`src/rtl/disp_pkg.sv`:
```
`default_nettype none
// ============================================================================
// Module   : disp_pkg
// Purpose  : Shared constants, state encodings and anode helper for the
//            scrolling four-digit message display.
// Revision : 1.0 - initial release
// ============================================================================
package disp_pkg;

  localparam int NUM_DIGITS = 4;
  localparam int MSG_DEPTH  = 16;
  localparam int DIGIT_W    = $clog2(NUM_DIGITS);
  localparam int ADDR_W     = $clog2(MSG_DEPTH);
  localparam int CHAR_W     = 4;

  localparam logic [NUM_DIGITS-1:0] ANODE_RESET = 4'b0111;

  typedef enum logic [1:0] {
    ST_AUTO   = 2'b00,
    ST_PAUSE  = 2'b01,
    ST_MANUAL = 2'b10
  } disp_state_t;

  // Digit slot 0 drives an3 (leftmost); anodes are one-cold.
  function automatic logic [NUM_DIGITS-1:0] anode_for(input logic [DIGIT_W-1:0] digit);
    logic [NUM_DIGITS-1:0] onehot;
    onehot = {1'b1, {(NUM_DIGITS-1){1'b0}}} >> digit;
    return ~onehot;
  endfunction

endpackage
`default_nettype wire

```
`src/rtl/btn_sync_edge.sv`:
```
`default_nettype none
// ============================================================================
// Module   : btn_sync_edge
// Purpose  : Two-flop synchroniser for a raw button level followed by a
//            rising-edge detector giving a single-cycle pulse.
// Revision : 1.0 - initial release
// ============================================================================
module btn_sync_edge (
  input  logic clk,
  input  logic reset,
  input  logic btn,
  output logic pulse
);

  logic sync1;
  logic sync2;
  logic prev;

  // Synchronise the raw input and keep one cycle of history for edge detection.
  always_ff @(posedge clk or negedge reset) begin
    if (!reset) begin
      sync1 <= 1'b0;
      sync2 <= 1'b0;
      prev  <= 1'b0;
    end else begin
      sync1 <= btn;
      sync2 <= sync1;
      prev  <= sync2;
    end
  end

  // Both terms are flop outputs, so the pulse is glitch-free and one cycle long.
  assign pulse = sync2 & ~prev;

endmodule
`default_nettype wire

```
`src/rtl/scroll_scheduler.sv`:
```
`default_nettype none
// ============================================================================
// Module   : scroll_scheduler
// Purpose  : Multiplexes a 16-entry message window onto four active-low
//            digits and scrolls the window automatically, manually or not
//            at all, selected by a mode button.
// Revision : 1.0 - initial release
// ============================================================================
module scroll_scheduler
  import disp_pkg::*;
#(
  parameter int SCAN_DIV = 25000,
  parameter int STEP_DIV = 25000000
) (
  input  logic                  clk,
  input  logic                  reset,
  input  logic                  mode_btn,
  input  logic                  step_btn,
  input  logic                  dir,
  input  logic                  wr_en,
  input  logic [ADDR_W-1:0]     wr_addr,
  input  logic [CHAR_W-1:0]     wr_data,
  output logic [NUM_DIGITS-1:0] an,
  output logic [CHAR_W-1:0]     char,
  output logic [ADDR_W-1:0]     pointer,
  output logic [1:0]            state
);

  localparam int SCAN_W = (SCAN_DIV > 2) ? $clog2(SCAN_DIV) : 1;
  localparam int STEP_W = (STEP_DIV > 2) ? $clog2(STEP_DIV) : 1;
  localparam logic [SCAN_W-1:0] SCAN_LAST = SCAN_W'(SCAN_DIV - 1);
  localparam logic [STEP_W-1:0] STEP_LAST = STEP_W'(STEP_DIV - 1);

  logic                  mode_pulse;
  logic                  step_pulse;

  logic [CHAR_W-1:0]     msg [MSG_DEPTH];
  logic [SCAN_W-1:0]     scan_cnt;
  logic [STEP_W-1:0]     step_cnt;
  logic [DIGIT_W-1:0]    digit;
  disp_state_t           state_reg;

  logic                  scan_last;
  logic                  step_last;
  logic [DIGIT_W-1:0]    digit_next;
  logic [ADDR_W-1:0]     pointer_moved;
  logic [ADDR_W-1:0]     pointer_next;
  logic [ADDR_W-1:0]     char_addr;
  logic [STEP_W-1:0]     step_cnt_next;
  disp_state_t           state_next;

  btn_sync_edge u_mode_sync (
    .clk   (clk),
    .reset (reset),
    .btn   (mode_btn),
    .pulse (mode_pulse)
  );

  btn_sync_edge u_step_sync (
    .clk   (clk),
    .reset (reset),
    .btn   (step_btn),
    .pulse (step_pulse)
  );

  assign state = state_reg;

  // Next digit slot, scroll FSM and pointer movement; a mode pulse always wins.
  always_comb begin
    scan_last     = (scan_cnt == SCAN_LAST);
    step_last     = (step_cnt == STEP_LAST);
    digit_next    = scan_last ? digit + DIGIT_W'(1) : digit;
    pointer_moved = dir ? pointer - ADDR_W'(1) : pointer + ADDR_W'(1);
    state_next    = state_reg;
    pointer_next  = pointer;
    step_cnt_next = step_cnt;

    case (state_reg)
      ST_AUTO: begin
        if (mode_pulse) begin
          state_next = ST_PAUSE;
        end else if (step_last) begin
          step_cnt_next = '0;
          pointer_next  = pointer_moved;
        end else begin
          step_cnt_next = step_cnt + STEP_W'(1);
        end
      end
      ST_PAUSE: begin
        if (mode_pulse) begin
          state_next = ST_MANUAL;
        end
      end
      ST_MANUAL: begin
        if (mode_pulse) begin
          state_next    = ST_AUTO;
          step_cnt_next = '0;
        end else if (step_pulse) begin
          pointer_next = pointer_moved;
        end
      end
      default: begin
        state_next    = ST_AUTO;
        step_cnt_next = '0;
      end
    endcase

    // Look up the character for the slot and window that will be live after this edge.
    char_addr = pointer_next + ADDR_W'(digit_next);
  end

  // Message memory: reset loads an identity pattern, writes accepted in any state.
  always_ff @(posedge clk or negedge reset) begin
    if (!reset) begin
      for (int i = 0; i < MSG_DEPTH; i++) begin
        msg[i] <= CHAR_W'(i);
      end
    end else if (wr_en) begin
      msg[wr_addr] <= wr_data;
    end
  end

  // Scan and step counters, FSM state, pointer and the registered digit drive.
  always_ff @(posedge clk or negedge reset) begin
    if (!reset) begin
      scan_cnt  <= '0;
      step_cnt  <= '0;
      digit     <= '0;
      state_reg <= ST_AUTO;
      pointer   <= '0;
      an        <= ANODE_RESET;
      char      <= '0;
    end else begin
      scan_cnt  <= scan_last ? '0 : scan_cnt + SCAN_W'(1);
      step_cnt  <= step_cnt_next;
      digit     <= digit_next;
      state_reg <= state_next;
      pointer   <= pointer_next;
      an        <= anode_for(digit_next);
      char      <= msg[char_addr];
    end
  end

endmodule
`default_nettype wire

```
`config.mk`:
```
export PLATFORM = sky130hd
export DESIGN_NAME = scroll_scheduler
export DESIGN_NICKNAME = d
export VERILOG_FILES = /design/src/rtl/disp_pkg.sv /design/src/rtl/btn_sync_edge.sv /design/src/rtl/scroll_scheduler.sv
export SDC_FILE = /design/constraint.sdc
export NUM_CORES = 1
export LEC_CHECK = 0
export BUFFER_PORTS_ARGS = -buffer_cell sky130_fd_sc_hd__buf_2
export CAP_MARGIN = 20
export CELL_PAD_IN_SITES_DETAIL_PLACEMENT = 0
export CELL_PAD_IN_SITES_GLOBAL_PLACEMENT = 1
export CORE_MARGIN = 8
export CORE_UTILIZATION = 27
export CTS_BUF_LIST = sky130_fd_sc_hd__clkbuf_2
export DETAILED_ROUTE_END_ITERATION = 8
export PLACE_DENSITY = 0.57
export RECOVER_POWER = 25
export SLEW_MARGIN = 15
export SYNTH_ARGS = -nofsm -noshare
export SYNTH_HDL_FRONTEND = slang
export SYNTH_SLANG_ARGS = --single-unit
```
`constraint.sdc`:
```
create_clock -name clk -period 3.5 [get_ports clk]
set_input_delay 0 -clock clk [delete_from_list [all_inputs] [get_ports clk]]
set_output_delay 0 -clock clk [all_outputs]
set_load 0.1 [all_outputs]
```
# After elaboration in Yosys (flattened, before gate mapping)
# Cells that the tools add are included.
# totals
ff_bits	126
latchBits	0
ramBits	0
rom_bits	0
input_bits	14
out_inout_bits	14
wordCells	81
mem_count	0
# classes
add_sub_neg	6
n_mul	0
div	0
n_lt_le_gt_ge	3
eq_ne	8
n_shift	1
mux	22
bitwise	8
n_reduce_logical	4
# ops
cell	n
two-way mux 25 bit	3
case mux 25 bit (3 select lines)	1
bitwise mux 64 bit	1
two-way mux 4 bit	8
adder 25 x 1 -> 25 bit (second input constant)	1
== test 25 bit (second input constant)	1
binary-select mux 4 bit (select 4 bit)	1
demux 4 bit (select 4 bit)	1
adder 15 x 1 -> 15 bit (second input constant)	1
== test 15 bit (second input constant)	1
two-way mux 15 bit	1
>= comparator 5 bit (second input constant)	2
NOT 4 -> 5 bit	2
two-way mux 2 bit	4
!= test 2 bit (second input constant)	4
case mux 4 bit (2 select lines)	1
case mux 2 bit (3 select lines)	1
AND reduction 3 bit	2
less-than comparator 5 x 1 -> 1 bit (second input constant)	1
adder 4 x 1 -> 4 bit (second input constant)	1
adder 4 x 2 -> 4 bit	1
NOT 4 bit	1
right shift 4 x 2 -> 4 bit (first input constant)	1
subtractor 4 x 1 -> 4 bit (second input constant)	1
other kinds (7)	10

# Longest topological paths before layout
# Gate-level depths: netlist of run 1.
# logic_depth
depth_word	10
ltp_mapped	14
mapped_depth_nobuf	14

# By module
# Synthesis of run 1 repeated with hierarchy kept, for this count alone.
# hier_totals
cells_unflattened	505
area_unflattened_um2	6097.1
# modules_own_cells
mod	n_inst	cells_each	area_per_inst_um2	seq_area_each_um2
scroll_scheduler	1	497	5919.4	3046.7
btn_sync_edge	2	4	88.8	75.1

# Worst setup path before layout of run 1
# OpenSTA, ideal clock, no wires.
# synth_timing
kind	reg-to-reg
start	register state_reg[1] (netlist: state[1])
end	register char[0]
setup_time_ps	140
arrival_time_ps	3907
required_ps	3360
slack_ps	-547
path_stages_with_launch	12
n_path_buf	1
path_cell_list	dfrtp_1 > clkbuf_1 > nand3b_1 > o21a_1 > nor3_2 > mux2_2 > fa_1 > nor2b_1 > o221a_2 > nor3_2 > mux2i_1 > mux2i_1
# synth_between
elab_chain_cells	7
word_cells_on_any_way	8
# synth_lines
item	line	text
start: declaration	scroll_scheduler.sv:41	disp_state_t state_reg;
start signal: assignment	scroll_scheduler.sv:137	state_reg <= state_next;
== test 2 bit or zero test 2 bit (tied branches)	scroll_scheduler.sv:78	case (state_reg)
case mux 4 bit (2 select lines) (*)	scroll_scheduler.sv:78	
net pointer_next[1]	scroll_scheduler.sv:47	logic [ADDR_W-1:0] pointer_next;
adder 4 x 2 -> 4 bit (*)	scroll_scheduler.sv:109	char_addr = pointer_next + ADDR_W'(digit_next);
NOT 4 -> 5 bit (implied by the code) (*)	scroll_scheduler.sv:140	char <= msg[char_addr];
binary-select mux 4 bit (select 4 bit) (*)	scroll_scheduler.sv:140	
two-way mux 4 bit (implied by the code) (*) (2 in series)	scroll_scheduler.sv:140	
end signal: assignment	scroll_scheduler.sv:140	
end: declaration	scroll_scheduler.sv:24	output logic [CHAR_W-1:0] char,
# The timed path passes the listed nets; every way through them passes the cells marked *. The select of a mux whose other input is x is not followed.
# A chain may end at the register's enable or synchronous reset.

# Final worst setup path of run 1
# layout_timing
start	register step_cnt[15]
end	register char[2]
# layout_between
elab_chain_cells	9
# layout_lines
item	line	text
start: declaration	scroll_scheduler.sv:39	logic [STEP_W-1:0] step_cnt;
start signal: assignment	scroll_scheduler.sv:135	step_cnt <= step_cnt_next;
== test 25 bit	scroll_scheduler.sv:71	step_last = (step_cnt == STEP_LAST);
two-way mux 4 bit	scroll_scheduler.sv:82	end else if (step_last) begin
two-way mux 4 bit	scroll_scheduler.sv:80	if (mode_pulse) begin
case mux 4 bit (2 select lines)	scroll_scheduler.sv:78	
net pointer_next[1]	scroll_scheduler.sv:47	
adder 4 x 2 -> 4 bit	scroll_scheduler.sv:109	
NOT 4 -> 5 bit (implied by the code)	scroll_scheduler.sv:140	
binary-select mux 4 bit (select 4 bit)	scroll_scheduler.sv:140	
two-way mux 4 bit (implied by the code) (2 in series)	scroll_scheduler.sv:140	
# The timed path passes the listed nets, and every way through them passes these cells. The select of a mux whose other input is x is not followed.

==> results.txt, run 1 <==
The worst register-to-register path has a depth of 12. The final weighted congestion in routability-driven placement is ~0.81. The number of DRC markers in iteration 0 came out at between 200 and 250. The die area is 0.0277 mm². The total global routing overflow is 0.

The design draws 4880 µW. The clock edge transition at the registers on the reported setup and hold paths came out at around 0.22 ns. The number of rows in the core area came out at 55. The longest clock path from root to sink contains 2 buffers.

The total area of multi-input combinational cells came out at 0.00291 mm². The total iterations of the first detailed-routing run is 7. The dominant register cell in the synthesized netlist is sky130_fd_sc_hd__dfrtp_1. Entering global routing, the biggest net connects 127 pins. TritonCTS built the clock tree. The count of final setup violators came out at 0.

Detailed placement ended at an HPWL of between 9 and 10 mm. In this run, CTS created clock tree buffers numbering 17. The placed instance count came out at approximately 820. The worst hold path belongs to the class in -> reg. The cell area that synthesis handed to floorplanning was approximately 0.006 mm².

The mean number of vias per cell is 4.74. The clock tree root driver cell is sky130_fd_sc_hd__clkbuf_2. The final cell count without fillers came out at between 800 and 900.

The final count of hold timing violations came out at 0. The region available for standard cell placement spans 0.0224 mm². Measured along the y axis, the die boundary spans 166 µm.

In the final layout, the registers with the most flip-flops are msg (64), step_cnt (25), scan_cnt (15). The startpoint identified for the worst hold timing path is wr_data[0]. The number of cells traversed by the worst hold path came out at 3. The remaining antenna violation count after routing is 0. The die width came out at around 170 µm. For the final database, setup skew stands at 0.0392 ns. The number of fill cells in the layout is 2,270.

The routed layout has 4,190 vias. The post-synthesis net count came out at 521. The summed negative setup slack over all endpoints is 0 ns.

The worst hold slack after final layout came out at 0.330 ns. The worst setup margin came out at 0.0307 ns. The signed area change from the synthesized netlist to the final layout is 22.0%. Of all nets on the critical path, the largest fanout is 8. The number of flip-flops under the largest register name is 64. msg holds more flip-flops than any other register. The final reports fail on max-capacitance violations, max-slew violations.

VDD sags by at most 0.454 mV. The number of top-level pins came out at 28. The number of global-route vias before repair came to 4,431. The total power per unit cell area is about 660 mW/mm². The synthesized area per cell is 12.2 µm².

sky130_fd_sc_hd__dfrtp_1 takes more of the synthesized area than any other cell. The post-route DRC violation count is 0. The worst setup path is captured at a register.

The static leakage came out at 0.00307 µW. The wire length of the first global-routing pass came out at 23.7 mm. The worst register-to-register path begins at step_cnt[15]$_DFFE_PN0P_.

The maximum level of the CTS H-tree is 4. At the pin with the least slew margin, the transition time is 1.75 ns. After detailed routing, the total wire length is 14.3 mm. After detailed routing, the average wire length per cell comes to 16.2 µm. The number of flip-flops and latches in the synthesized netlist is between 100 and 150. At the worst endpoint, the required time is 4.06 ns. The fraction of final layout cells sized beyond drive strength 1 is 0.400.

The reg-to-reg endpoint is char[2]$_DFF_PN0_. The sequential cell area came out at 0.00320 mm². Static timing analysis puts the maximum clock frequency at between 200 and 300 MHz. The cell count after synthesis is 499. The flow ran to the end, but the final reports show violations. The pre-CTS setup slack came out at -0.110 ns. The setup slack of the worst register-to-register path came out at 0.03 ns. For this run, the total global-route usage over all layers was measured as 0.108. The tool flagged a number of max-cap violations equal to 1. The max-slew violation total from the final report came to 127. The area fraction of the dominant cell type after synthesis came out at 0.373. The portion of the post-synthesis area used by sequential elements came out at 0.524.

The unique cell type count in the Yosys netlist is 54. After synthesis, the cell types taking the most area are sky130_fd_sc_hd__dfrtp_1 37%, sky130_fd_sc_hd__dfstp_2 15%, sky130_fd_sc_hd__mux2_2 12%. The final net count is 608. The critical path data arrival time came out at 4.03 ns. The initial antenna violation count came to 1. The initial standard-cell utilization of the core came out at 0.272. Setup repair after global routing could not meet its margin everywhere. The type of element launching the critical path is a register.

The number of synthesis warnings is 0. The critical path is of the reg -> reg type. The quantity of I/O buffers inserted on ports came out at 27. The clock sink count came out at 126. The worst hold path terminates at msg[32]$_DFFE_PN1P_. The final critical-path required period is 3.47 ns. Clock latency on the worst-skew pair, taken at its later pin, is 0.67 ns. Counting flops with a built-in enable in the synthesized netlist gives 0. The share of the clock period used by the worst path after layout came out at 0.991. The share of synthesized flip-flops with an asynchronous set or reset came out at 1.00. The remaining max-slew budget at the tightest pin came out at -0.170.
[report_power, final]
group | internal [µW] | switching (µW)
logic | 798 | 1170
registers | 1760 | 161
clock network | 400 | 582
[Yosys cell counts (all sizes together) (3+ instances only)]
cell type,number
a21o,3
a21oi,9
and2,4
and3,8
buf,5
clkbuf,17
dfrtp,91
dfstp,35
ha,6
mux2,65
mux2i,13
mux4,16
nand2,35
nand2b,8
nand3,18
nand3b,6
nand4,8
nor2,39
nor2b,9
nor3,8
nor4,4
o21ai,25
o31ai,7
or3,3
xnor2,15
xor2,12
[through the flow]
| step | utilization | area, µm² |
|---|---|---|
| finish | 0.332 | 7440 |
| detailed placement | 0.303 | 6810 |
| CTS | 0.328 | 7360 |
| global route | 0.332 | 7440 |
| global placement | 0.303 | 6810 |
| floorplan | - | 6180 |
[worst max-delay path, cell delays in order, from the launching register on]
cell	delay (ns)
sky130_fd_sc_hd__dfrtp_1	0.44
sky130_fd_sc_hd__nor4b_2	0.28
sky130_fd_sc_hd__nand4_1	0.17
sky130_fd_sc_hd__o21a_1	0.25
sky130_fd_sc_hd__nor3_4	0.27
sky130_fd_sc_hd__mux2_4	0.35
sky130_fd_sc_hd__fa_2	0.38
sky130_fd_sc_hd__or4_4	0.44
sky130_fd_sc_hd__a211oi_4	0.29
sky130_fd_sc_hd__nor3_4	0.06
sky130_fd_sc_hd__buf_12	0.14
sky130_fd_sc_hd__mux2i_2	0.18
sky130_fd_sc_hd__mux2i_1	0.09
[how the worst max path moves through the flow]
| stage | to | slack (ns) | from |
|---|---|---|---|
| after global placement | char[0]$_DFF_PN0_ | 0.05 | step_cnt[0]$_DFFE_PN0P_ |
| after CTS | char[2]$_DFF_PN0_ | 0.005 | step_cnt[1]$_DFFE_PN0P_ |
| after detailed placement | char[2]$_DFF_PN0_ | -0.11 | step_cnt[0]$_DFFE_PN0P_ |
| after floorplan | char[0]$_DFF_PN0_ | 0.03 | state[1]$_DFFE_PN0P_ |
| after global routing | char[2]$_DFF_PN0_ | -0.09 | step_cnt[0]$_DFFE_PN0P_ |
| final | char[2]$_DFF_PN0_ | 0.03 | step_cnt[15]$_DFFE_PN0P_ |
[layout make-up]
| type | instances | area share |
|---|---|---|
| diodes | 1 | 0.000336 |
| flip-flops and latches | 126 | 0.430 |
| clock inverters | 13 | 0.0222 |
| well taps | 285 | 0.0479 |
| multi-input cells | 349 | 0.391 |
| inverters | 2 | 0.00101 |
| repair buffers | 90 | 0.0949 |
| clock buffers | 18 | 0.0121 |
[cells in the final DEF, fill, tap and decap left out, types with 4 or more instances in the layout]
cell                            instances
sky130_fd_sc_hd__mux2_2                64
sky130_fd_sc_hd__nand2_1               35
sky130_fd_sc_hd__ha_1                   4
sky130_fd_sc_hd__clkinvlp_4             4
sky130_fd_sc_hd__xnor2_1               15
sky130_fd_sc_hd__o21ai_0               23
sky130_fd_sc_hd__clkbuf_2              18
sky130_fd_sc_hd__mux2i_1               12
sky130_fd_sc_hd__nand3_1               18
sky130_fd_sc_hd__a21oi_1                8
sky130_fd_sc_hd__nor3_1                 5
sky130_fd_sc_hd__buf_2                 25
sky130_fd_sc_hd__nand3b_1               6
sky130_fd_sc_hd__nand2b_1               8
sky130_fd_sc_hd__nand4_1                8
sky130_fd_sc_hd__o31ai_1                7
sky130_fd_sc_hd__dfstp_2               35
sky130_fd_sc_hd__nor2_1                39
sky130_fd_sc_hd__and3_1                 7
sky130_fd_sc_hd__dlygate4sd3_1         22
sky130_fd_sc_hd__nor2b_1                8
sky130_fd_sc_hd__dfrtp_1               89
sky130_fd_sc_hd__xor2_1                11
sky130_fd_sc_hd__buf_4                 36
sky130_fd_sc_hd__mux4_2                16
[cells by family after synthesis]
logic type               share of synthesized area
adder cells (fa/ha/maj)                     0.0189
XOR/XNOR                                    0.0388
AND/OR/NAND/NOR                              0.142
AO/OA/AOI/OAI                               0.0574
buffers and inverters                       0.0181
multiplexers                                 0.200
flip-flops                                   0.524
[layer usage]
metal  GRT usage  part of all wire  vias up
li1            -                 -     1979
met1       0.140              0.47     2132
met2       0.174              0.48       72
met3      0.0311             0.036        7
met4      0.0298            0.0087        0
met5           0                 0        -
[repair_timing]
item,CTS,global route
endpoints found under the hold margin,195,0
setup buffers,7,6
endpoints found under the setup margin,4,4
hold buffers,22,0
pin swaps,7,9
gates resized for setup,4,12
(Power assumes the default switching activity.)
==> inputs of run 2 (changes only) <==
--- a/config.mk
+++ b/config.mk
@@ -13,7 +13,7 @@
 export CORE_UTILIZATION = 27
 export CTS_BUF_LIST = sky130_fd_sc_hd__clkbuf_2
 export DETAILED_ROUTE_END_ITERATION = 8
-export PLACE_DENSITY = 0.57
+export PLACE_DENSITY = 0.55
 export RECOVER_POWER = 25
 export SLEW_MARGIN = 15
 export SYNTH_ARGS = -nofsm -noshare
==> constraint.sdc (replaced) <==
create_clock -name clk -period 3.3 [get_ports clk]
set_input_delay 0 -clock clk [delete_from_list [all_inputs] [get_ports clk]]
set_output_delay 0 -clock clk [all_outputs]
set_load 0.1 [all_outputs]
==> run 2 against run 1 <==
The flow finishes with violations (max-capacitance violations, max-slew violations, negative setup slack). Worst setup slack lost 0.27 ns. Die area is the same. Flip-flop and latch count unchanged. Core utilization is 0.91 points higher. Highest routed layer unchanged.
==> results.txt, run 2 (synthesis gave the netlist of run 1 again) <==
The final count of hold timing violations was 0 (unchanged). The total iterations of the first detailed-routing run came out at 4 (was 7). The remaining antenna violation count after routing came out at 0 (unchanged). The total routing usage reported by global routing came out at 0.110 (was 0.108). The number of global-route vias before repair is 4,658 (was 4,431). The CTS tree is yes (unchanged). The die outline height came to 166 µm (unchanged). The fraction of final layout cells sized beyond drive strength 1 came to 0.419 (was 0.400).

The number of top-level pins was 28 (unchanged). The final core utilization came to 0.341 (was 0.332). The largest clock skew in the final design came to 0.0479 ns (was 0.0392 ns).

The final standard cell area without fillers is 0.00764 mm² (was 0.00744 mm²). The number of flip-flops under the largest register name was 64 (unchanged). The share of the clock period used by the worst path after layout is 1.07 (was 0.991). The die area is 0.0277 mm² (unchanged). The fmax came to 283 MHz (was 288 MHz). The number of DRC markers in iteration 0 came out at 168 (was 221). The wire length of the first global-routing pass came to 24.4 mm (was 23.7 mm). The maximum root-to-sink buffer count came out at 2 (unchanged). The kind of path behind the tightest hold check was in -> reg (unchanged). The critical path start-end classification is reg -> reg (unchanged). The area inside the core boundary came out at 0.0224 mm² (unchanged). The clock tree root driver cell is sky130_fd_sc_hd__clkbuf_2 (unchanged). The clock sink count is 126 (unchanged). The count of final setup violators is 4 (was 0). The maximum number of pins on one net before global-route repair is 77 (was 127). The leading cell type in the layout, fill and taps excluded is sky130_fd_sc_hd__dfrtp_1 (unchanged). The pre-CTS setup slack is -0.477 ns (was -0.110 ns).

Unrepaired setup endpoints after global routing: yes (unchanged). The number of rows in the core area came to 55 (unchanged). The measured slew at the worst slew-check pin came out at 1.84 ns (was 1.75 ns). The final critical-path required period is 3.54 ns (was 3.47 ns). The initial standard-cell utilization of the core came out at 0.272 (unchanged). The mean number of vias per cell is 4.71 (was 4.74). The clock edge transition at the registers on the reported setup and hold paths came out at 0.25 ns (was 0.22 ns). The detail-routed net length per standard cell is 16.0 µm (was 16.2 µm). The category of the worst setup path capture point is a register (unchanged). The largest driver fanout on the critical path came out at 8 (unchanged). The quantity of I/O buffers inserted on ports is 27 (unchanged). The TritonCTS buffer count is 17 (unchanged). The initial antenna violation count came out at 0 (was 1). The worst setup margin came out at -0.237 ns (was 0.0307 ns). The type of element launching the critical path is a register (unchanged). The remaining max-slew budget at the tightest pin is -0.226 (was -0.170).

The number of fill cells in the layout is 2,285 (was 2,270). The total global routing overflow came out at 0 (unchanged). The critical path data arrival time came out at 4.13 ns (was 4.03 ns).

The final weighted congestion in routability-driven placement was 0.778 (was 0.812). The placed cell area is 0.00706 mm² (was 0.00681 mm²). The post-DP HPWL is 10.3 mm (was 9.63 mm). The die width came to 166 µm (unchanged).

The data required time of the worst path is 3.89 ns (was 4.06 ns). The number of max-capacitance violations reported is 1 (unchanged). The static leakage came out at 0.00322 µW (was 0.00307 µW). The clock network latency to the later pin of the worst-skew pair was 0.72 ns (was 0.67 ns). The final net count is 637 (was 608).

The post-route DRC violation count came out at 0 (unchanged). The register containing the most flip-flops in the final layout is msg (unchanged). The max-slew violation total from the final report came to 77 (was 127). Result of the run: finished with violations (unchanged). The worst-case vdd ir drop is 0.723 mV (was 0.454 mV). The vias after detailed routing is 4,307 (was 4,190).

The sequential cell area came out at 0.00320 mm² (about the same). The total area of multi-input combinational cells was 0.00290 mm² (was 0.00291 mm²). Registers with the most flip-flops: msg (64), step_cnt (25), scan_cnt (15) (unchanged). The total length of routed wires came out at 14.6 mm (was 14.3 mm). The maximum level of the CTS H-tree is 4 (unchanged). Failing checks: max-capacitance violations, max-slew violations, negative setup slack (was max-capacitance violations, max-slew violations). The total power per unit cell area is 680 mW/mm² (was 656 mW/mm²). Commonest cells after routing, fill and taps aside: 90 x sky130_fd_sc_hd__dfrtp_1, 64 x sky130_fd_sc_hd__mux2_2, 63 x sky130_fd_sc_hd__buf_4 (was 89 x sky130_fd_sc_hd__dfrtp_1, 64 x sky130_fd_sc_hd__mux2_2, 39 x sky130_fd_sc_hd__nor2_1).

The signed area change from the synthesized netlist to the final layout is 25.4% (was 22.0%).
-- run 2: cell types whose count changed in the layout (fill, tap and decap cells not counted), moves of 2 or more --
cell / delta
sky130_fd_sc_hd__buf_4: +27
sky130_fd_sc_hd__clkbuf_2: +2
sky130_fd_sc_hd__clkbuf_4: -2
sky130_fd_sc_hd__clkinv_2: -2
sky130_fd_sc_hd__inv_6: +3
-- run 2: worst paths after layout --
check,start,to,slack [ns],cells past startpoint
min in group asynchronous,reset,an[2]$_DFF_PN1_,0.64,3
hold reg to reg,u_step_sync.sync1$_DFF_PN0_,u_step_sync.sync2$_DFF_PN0_,0.38,0
hold / removal,wr_data[1],msg[37]$_DFFE_PN1P_,0.30,3
setup / recovery,step_cnt[23]$_DFFE_PN0P_,char[1]$_DFF_PN0_,-0.24,12
setup reg to reg,step_cnt[23]$_DFFE_PN0P_,char[1]$_DFF_PN0_,-0.24,12
max in group asynchronous,reset,u_mode_sync.sync1$_DFF_PN0_,0.86,4
-- run 2: area by class of cell --
| cell class | count | share of cell area |
|---|---|---|
| clock buffers | 18 | 0.0118 |
| clock inverters | 14 | 0.0209 |
| multi-input cells | 349 | 0.379 |
| diodes | 1 | 0.000327 |
| flip-flops and latches | 126 | 0.419 |
| repair buffers | 119 | 0.121 |
| well taps | 285 | 0.0466 |
| inverters | 2 | 0.000982 |
-- run 2: per-layer routing --
layer,part of all wire,routed length (µm),track usage
met1,0.45,6660,0.136
met2,0.51,7400,0.188
met3,0.029,423,0.0271
met4,0.010,153,0.0313
met5,0,0,0
-- run 2: stage by stage --
stage          TNS (ns)  power [µW]  std cells  hold slack [ns]
2_1_floorplan    -0.688        3540        499           -0.296
3_3_place_gp     -0.981        4130        850            0.113
3_5_place_dp      -1.82        4170        850            0.111
4_1_cts           -1.10        5290        910            0.198
5_1_grt           -1.60        5540        913            0.196
6_report         -0.867        5200        914            0.296
-- run 2: power by group --
part	leakage [µW]	switching, µW	internal [µW]	total (µW)
Clock	0.000139	648	364	1010
Combinational	0.00154	1240	906	2150
Sequential	0.00153	170	1870	2040
-- run 2: worst max-delay path, stage by stage (launching register included) --
cell                       delay (ns)
sky130_fd_sc_hd__dfrtp_1         0.47
sky130_fd_sc_hd__nor4b_4         0.30
sky130_fd_sc_hd__nand4_1         0.18
sky130_fd_sc_hd__o21a_1          0.25
sky130_fd_sc_hd__nor3_4          0.31
sky130_fd_sc_hd__mux2_4          0.35
sky130_fd_sc_hd__fa_2            0.37
sky130_fd_sc_hd__or4_4           0.44
sky130_fd_sc_hd__a211oi_4        0.26
sky130_fd_sc_hd__nor3_4          0.08
sky130_fd_sc_hd__buf_12          0.15
sky130_fd_sc_hd__mux2i_1         0.16
sky130_fd_sc_hd__mux2i_1         0.09
-- run 2: timing repair --
action	CTS	global route
pin swaps	8	4
hold buffers	24	0
setup buffers	4	4
gates resized for setup	5	4
endpoints found under the setup margin	4	4
hold endpoints to repair	163	0
==> inputs of run 3 (changes only) <==
--- a/config.mk
+++ b/config.mk
@@ -19,3 +19,4 @@
 export SYNTH_ARGS = -nofsm -noshare
 export SYNTH_HDL_FRONTEND = slang
 export SYNTH_SLANG_ARGS = --single-unit
+export TNS_END_PERCENT = 1
==> run 3 against run 2 <==
The run still ends with max-capacitance violations, max-slew violations, negative setup slack left. Highest routed layer unchanged. Sequential power about the same. Total power about the same. Clock power about the same. Fmax increased by 0.31%. Hold slack got worse by 0.0047 ns. Cell count unchanged. Global-route usage unchanged. Critical path type unchanged. Combinational power about the same. Sequential share of layout area unchanged.
==> results.txt, run 3 (synthesis gave the netlist of run 1 again) <==
The fmax came to 284 MHz (was 283 MHz). The largest driver fanout on the critical path came out at 8 (unchanged). The category of the worst setup path capture point is a register (unchanged).

The type of element launching the critical path is a register (unchanged). Registers with the most flip-flops: msg (64), step_cnt (25), scan_cnt (15) (unchanged). The met1 capacity usage during global routing is 0.136 (unchanged).

The die area came to 0.0277 mm² (unchanged). The static leakage is 0.00322 µW (unchanged). The sequential cell area is 0.00320 mm² (unchanged).

The total iterations of the first detailed-routing run was 4 (unchanged). The number of max-capacitance violations reported came to 1 (unchanged). The clock edge transition at the registers on the reported setup and hold paths is 0.25 ns (about the same). The maximum number of pins on one net before global-route repair is 77 (unchanged). The count of final setup violators came out at 4 (unchanged). The total length of routed wires is 14.6 mm (about the same). The total global routing overflow was 0 (unchanged). The final cell count without fillers is 914 (unchanged). The worst setup path startpoint is step_cnt[23]$_DFFE_PN0P_ (unchanged). The final weighted congestion in routability-driven placement came to 0.778 (unchanged). The worst-case vdd ir drop came to 0.724 mV (was 0.723 mV).

Unrepaired setup endpoints after global routing: yes (unchanged). Commonest cells after routing, fill and taps aside: 90 x sky130_fd_sc_hd__dfrtp_1, 64 x sky130_fd_sc_hd__mux2_2, 63 x sky130_fd_sc_hd__buf_4 (unchanged). The number of DRC markers in iteration 0 is 168 (unchanged). The wire length of the first global-routing pass is 24.4 mm (unchanged). The placed instance count came out at 850 (unchanged). The detail-routed net length per standard cell came out at 16.0 µm (about the same).

The number of global-route vias before repair came out at 4,658 (unchanged). The fraction of final layout cells sized beyond drive strength 1 came out at 0.419 (unchanged). The initial standard-cell utilization of the core was 0.272 (unchanged). The post-DP HPWL came to 10.3 mm (unchanged).

The vias after detailed routing is 4,306 (was 4,307). The number of top-level pins came out at 28 (unchanged). The area inside the core boundary came out at 0.0224 mm² (unchanged). The register containing the most flip-flops in the final layout is msg (unchanged). The die width came out at 166 µm (unchanged). The share of the clock period used by the worst path after layout was 1.07 (about the same). The critical path start-end classification is reg -> reg (unchanged). The quantity of I/O buffers inserted on ports was 27 (unchanged). The TritonCTS buffer count came out at 17 (unchanged). The clock network latency to the later pin of the worst-skew pair is 0.72 ns (about the same).

The post-route DRC violation count is 0 (unchanged). The largest clock skew in the final design is 0.0479 ns (about the same). The signed area change from the synthesized netlist to the final layout came out at 25.4% (unchanged). The leading cell type in the layout, fill and taps excluded was sky130_fd_sc_hd__dfrtp_1 (unchanged). The final count of hold timing violations came out at 0 (unchanged). The maximum level of the CTS H-tree is 4 (unchanged). The met2 track demand over resource is 0.188 (unchanged). The initial antenna violation count came to 0 (unchanged). The total routing usage reported by global routing came to 0.110 (unchanged). The destination of the critical timing path is char[1]$_DFF_PN0_ (unchanged). The met3 usage in global routing came out at 0.0271 (unchanged).

The critical path data arrival time is 4.12 ns (was 4.13 ns). The placed cell area came out at 0.00706 mm² (unchanged). The number of flip-flops under the largest register name came to 64 (unchanged). The final critical-path required period is 3.53 ns (was 3.54 ns). The remaining antenna violation count after routing is 0 (unchanged). The setup slack of the worst register-to-register path is -0.23 ns (was -0.24 ns).

The maximum root-to-sink buffer count is 2 (unchanged). The clock sink count is 126 (unchanged). The reg-to-reg endpoint was char[1]$_DFF_PN0_ (unchanged). The remaining max-slew budget at the tightest pin came to -0.226 (about the same). The worst setup margin came out at -0.226 ns (was -0.237 ns). The total power per unit cell area is 681 mW/mm² (was 680 mW/mm²). The max-slew violation total from the final report is 77 (unchanged). The number of rows in the core area was 55 (unchanged). The total area of multi-input combinational cells came out at 0.00290 mm² (unchanged). The data required time of the worst path is 3.90 ns (was 3.89 ns).

The clock tree root driver cell is sky130_fd_sc_hd__clkbuf_2 (unchanged). The measured slew at the worst slew-check pin was 1.84 ns (about the same). The worst hold slack after final layout came out at 0.291 ns (was 0.296 ns). The number of fill cells in the layout came out at 2,283 (was 2,285). The reg-to-reg critical path startpoint is step_cnt[23]$_DFFE_PN0P_ (unchanged).

The mean number of vias per cell is 4.71 (about the same). The final net count came out at 637 (unchanged). Result of the run: finished with violations (unchanged). The die outline height is 166 µm (unchanged). The path depth of the worst reg2reg path is 12 (unchanged). The final core utilization is 0.341 (unchanged).

The CTS tree is yes (unchanged). The kind of path behind the tightest hold check is in -> reg (unchanged). The final standard cell area without fillers was 0.00764 mm² (unchanged). The most crowded layer after global routing is met2 (unchanged). Failing checks: max-capacitance violations, max-slew violations, negative setup slack (unchanged).
## run 3: cell counts in the layout (fill, tap and decap cells not counted)
Identical to the previous run, type by type.
## run 3: power by group
| part | internal (µW) | switching, µW |
|---|---|---|
| clock network | 364 | 650 |
| logic | 906 | 1240 |
| registers | 1870 | 171 |
| total | 3140 | 2060 |
## run 3: area by class of cell
type                            instances  area share
Inverter                                2    0.000982
Clock buffer                           18      0.0118
Multi-Input combinational cell        349       0.379
Antenna cell                            1    0.000327
Sequential cell                       126       0.419
Timing Repair Buffer                  119       0.121
Tap cell                              285      0.0466
Clock inverter                         14      0.0209
## run 3: layer usage
layer | up-vias | share of wire | routed length [µm]
li1 | 2043 | - | -
met1 | 2181 | 0.45 | 6650
met2 | 66 | 0.50 | 7360
met3 | 16 | 0.029 | 422
met4 | 0 | 0.014 | 199
met5 | - | 0 | 0
## run 3: stage by stage
stage,total power [µW],setup WS (ns),TNS [ns]
after global routing,5540,-0.425,-1.61
after detailed placement,4170,-0.477,-1.82
after CTS,5290,-0.302,-1.10
after global placement,4130,-0.247,-0.981
after floorplan,3540,-0.172,-0.688
final,5210,-0.226,-0.827
## run 3: worst min-delay path by stage
stage | start | to | slack [ns] | cells after the start
after floorplan | reset | an[3]$_DFF_PN0_ | -0.30 | 0
after global placement | mode_btn | u_mode_sync.sync1$_DFF_PN0_ | 0.11 | 1
after detailed placement | mode_btn | u_mode_sync.sync1$_DFF_PN0_ | 0.11 | 1
after CTS | wr_data[1] | msg[37]$_DFFE_PN1P_ | 0.20 | 3
after global routing | wr_data[1] | msg[37]$_DFFE_PN1P_ | 0.20 | 3
final | wr_data[1] | msg[37]$_DFFE_PN1P_ | 0.29 | 3
## run 3: worst max-delay path, stage by stage (launching register included)
cell and delay (ns):
sky130_fd_sc_hd__dfrtp_1 0.47, sky130_fd_sc_hd__nor4b_4 0.30, sky130_fd_sc_hd__nand4_1 0.18, sky130_fd_sc_hd__o21a_1 0.25, sky130_fd_sc_hd__nor3_4 0.30, sky130_fd_sc_hd__mux2_4 0.35, sky130_fd_sc_hd__fa_2 0.37, sky130_fd_sc_hd__or4_4 0.44
sky130_fd_sc_hd__a211oi_4 0.26, sky130_fd_sc_hd__nor3_4 0.08, sky130_fd_sc_hd__buf_12 0.15, sky130_fd_sc_hd__mux2i_1 0.16, sky130_fd_sc_hd__mux2i_1 0.09
## run 3: repair_timing
item | in CTS | in global routing
setup endpoints to repair | 4 | 4
hold endpoints to repair | 163 | 0
resized for setup | 5 | 4
pin swaps | 8 | 4
hold buffers | 24 | 0
buffers inserted | 4 | 3
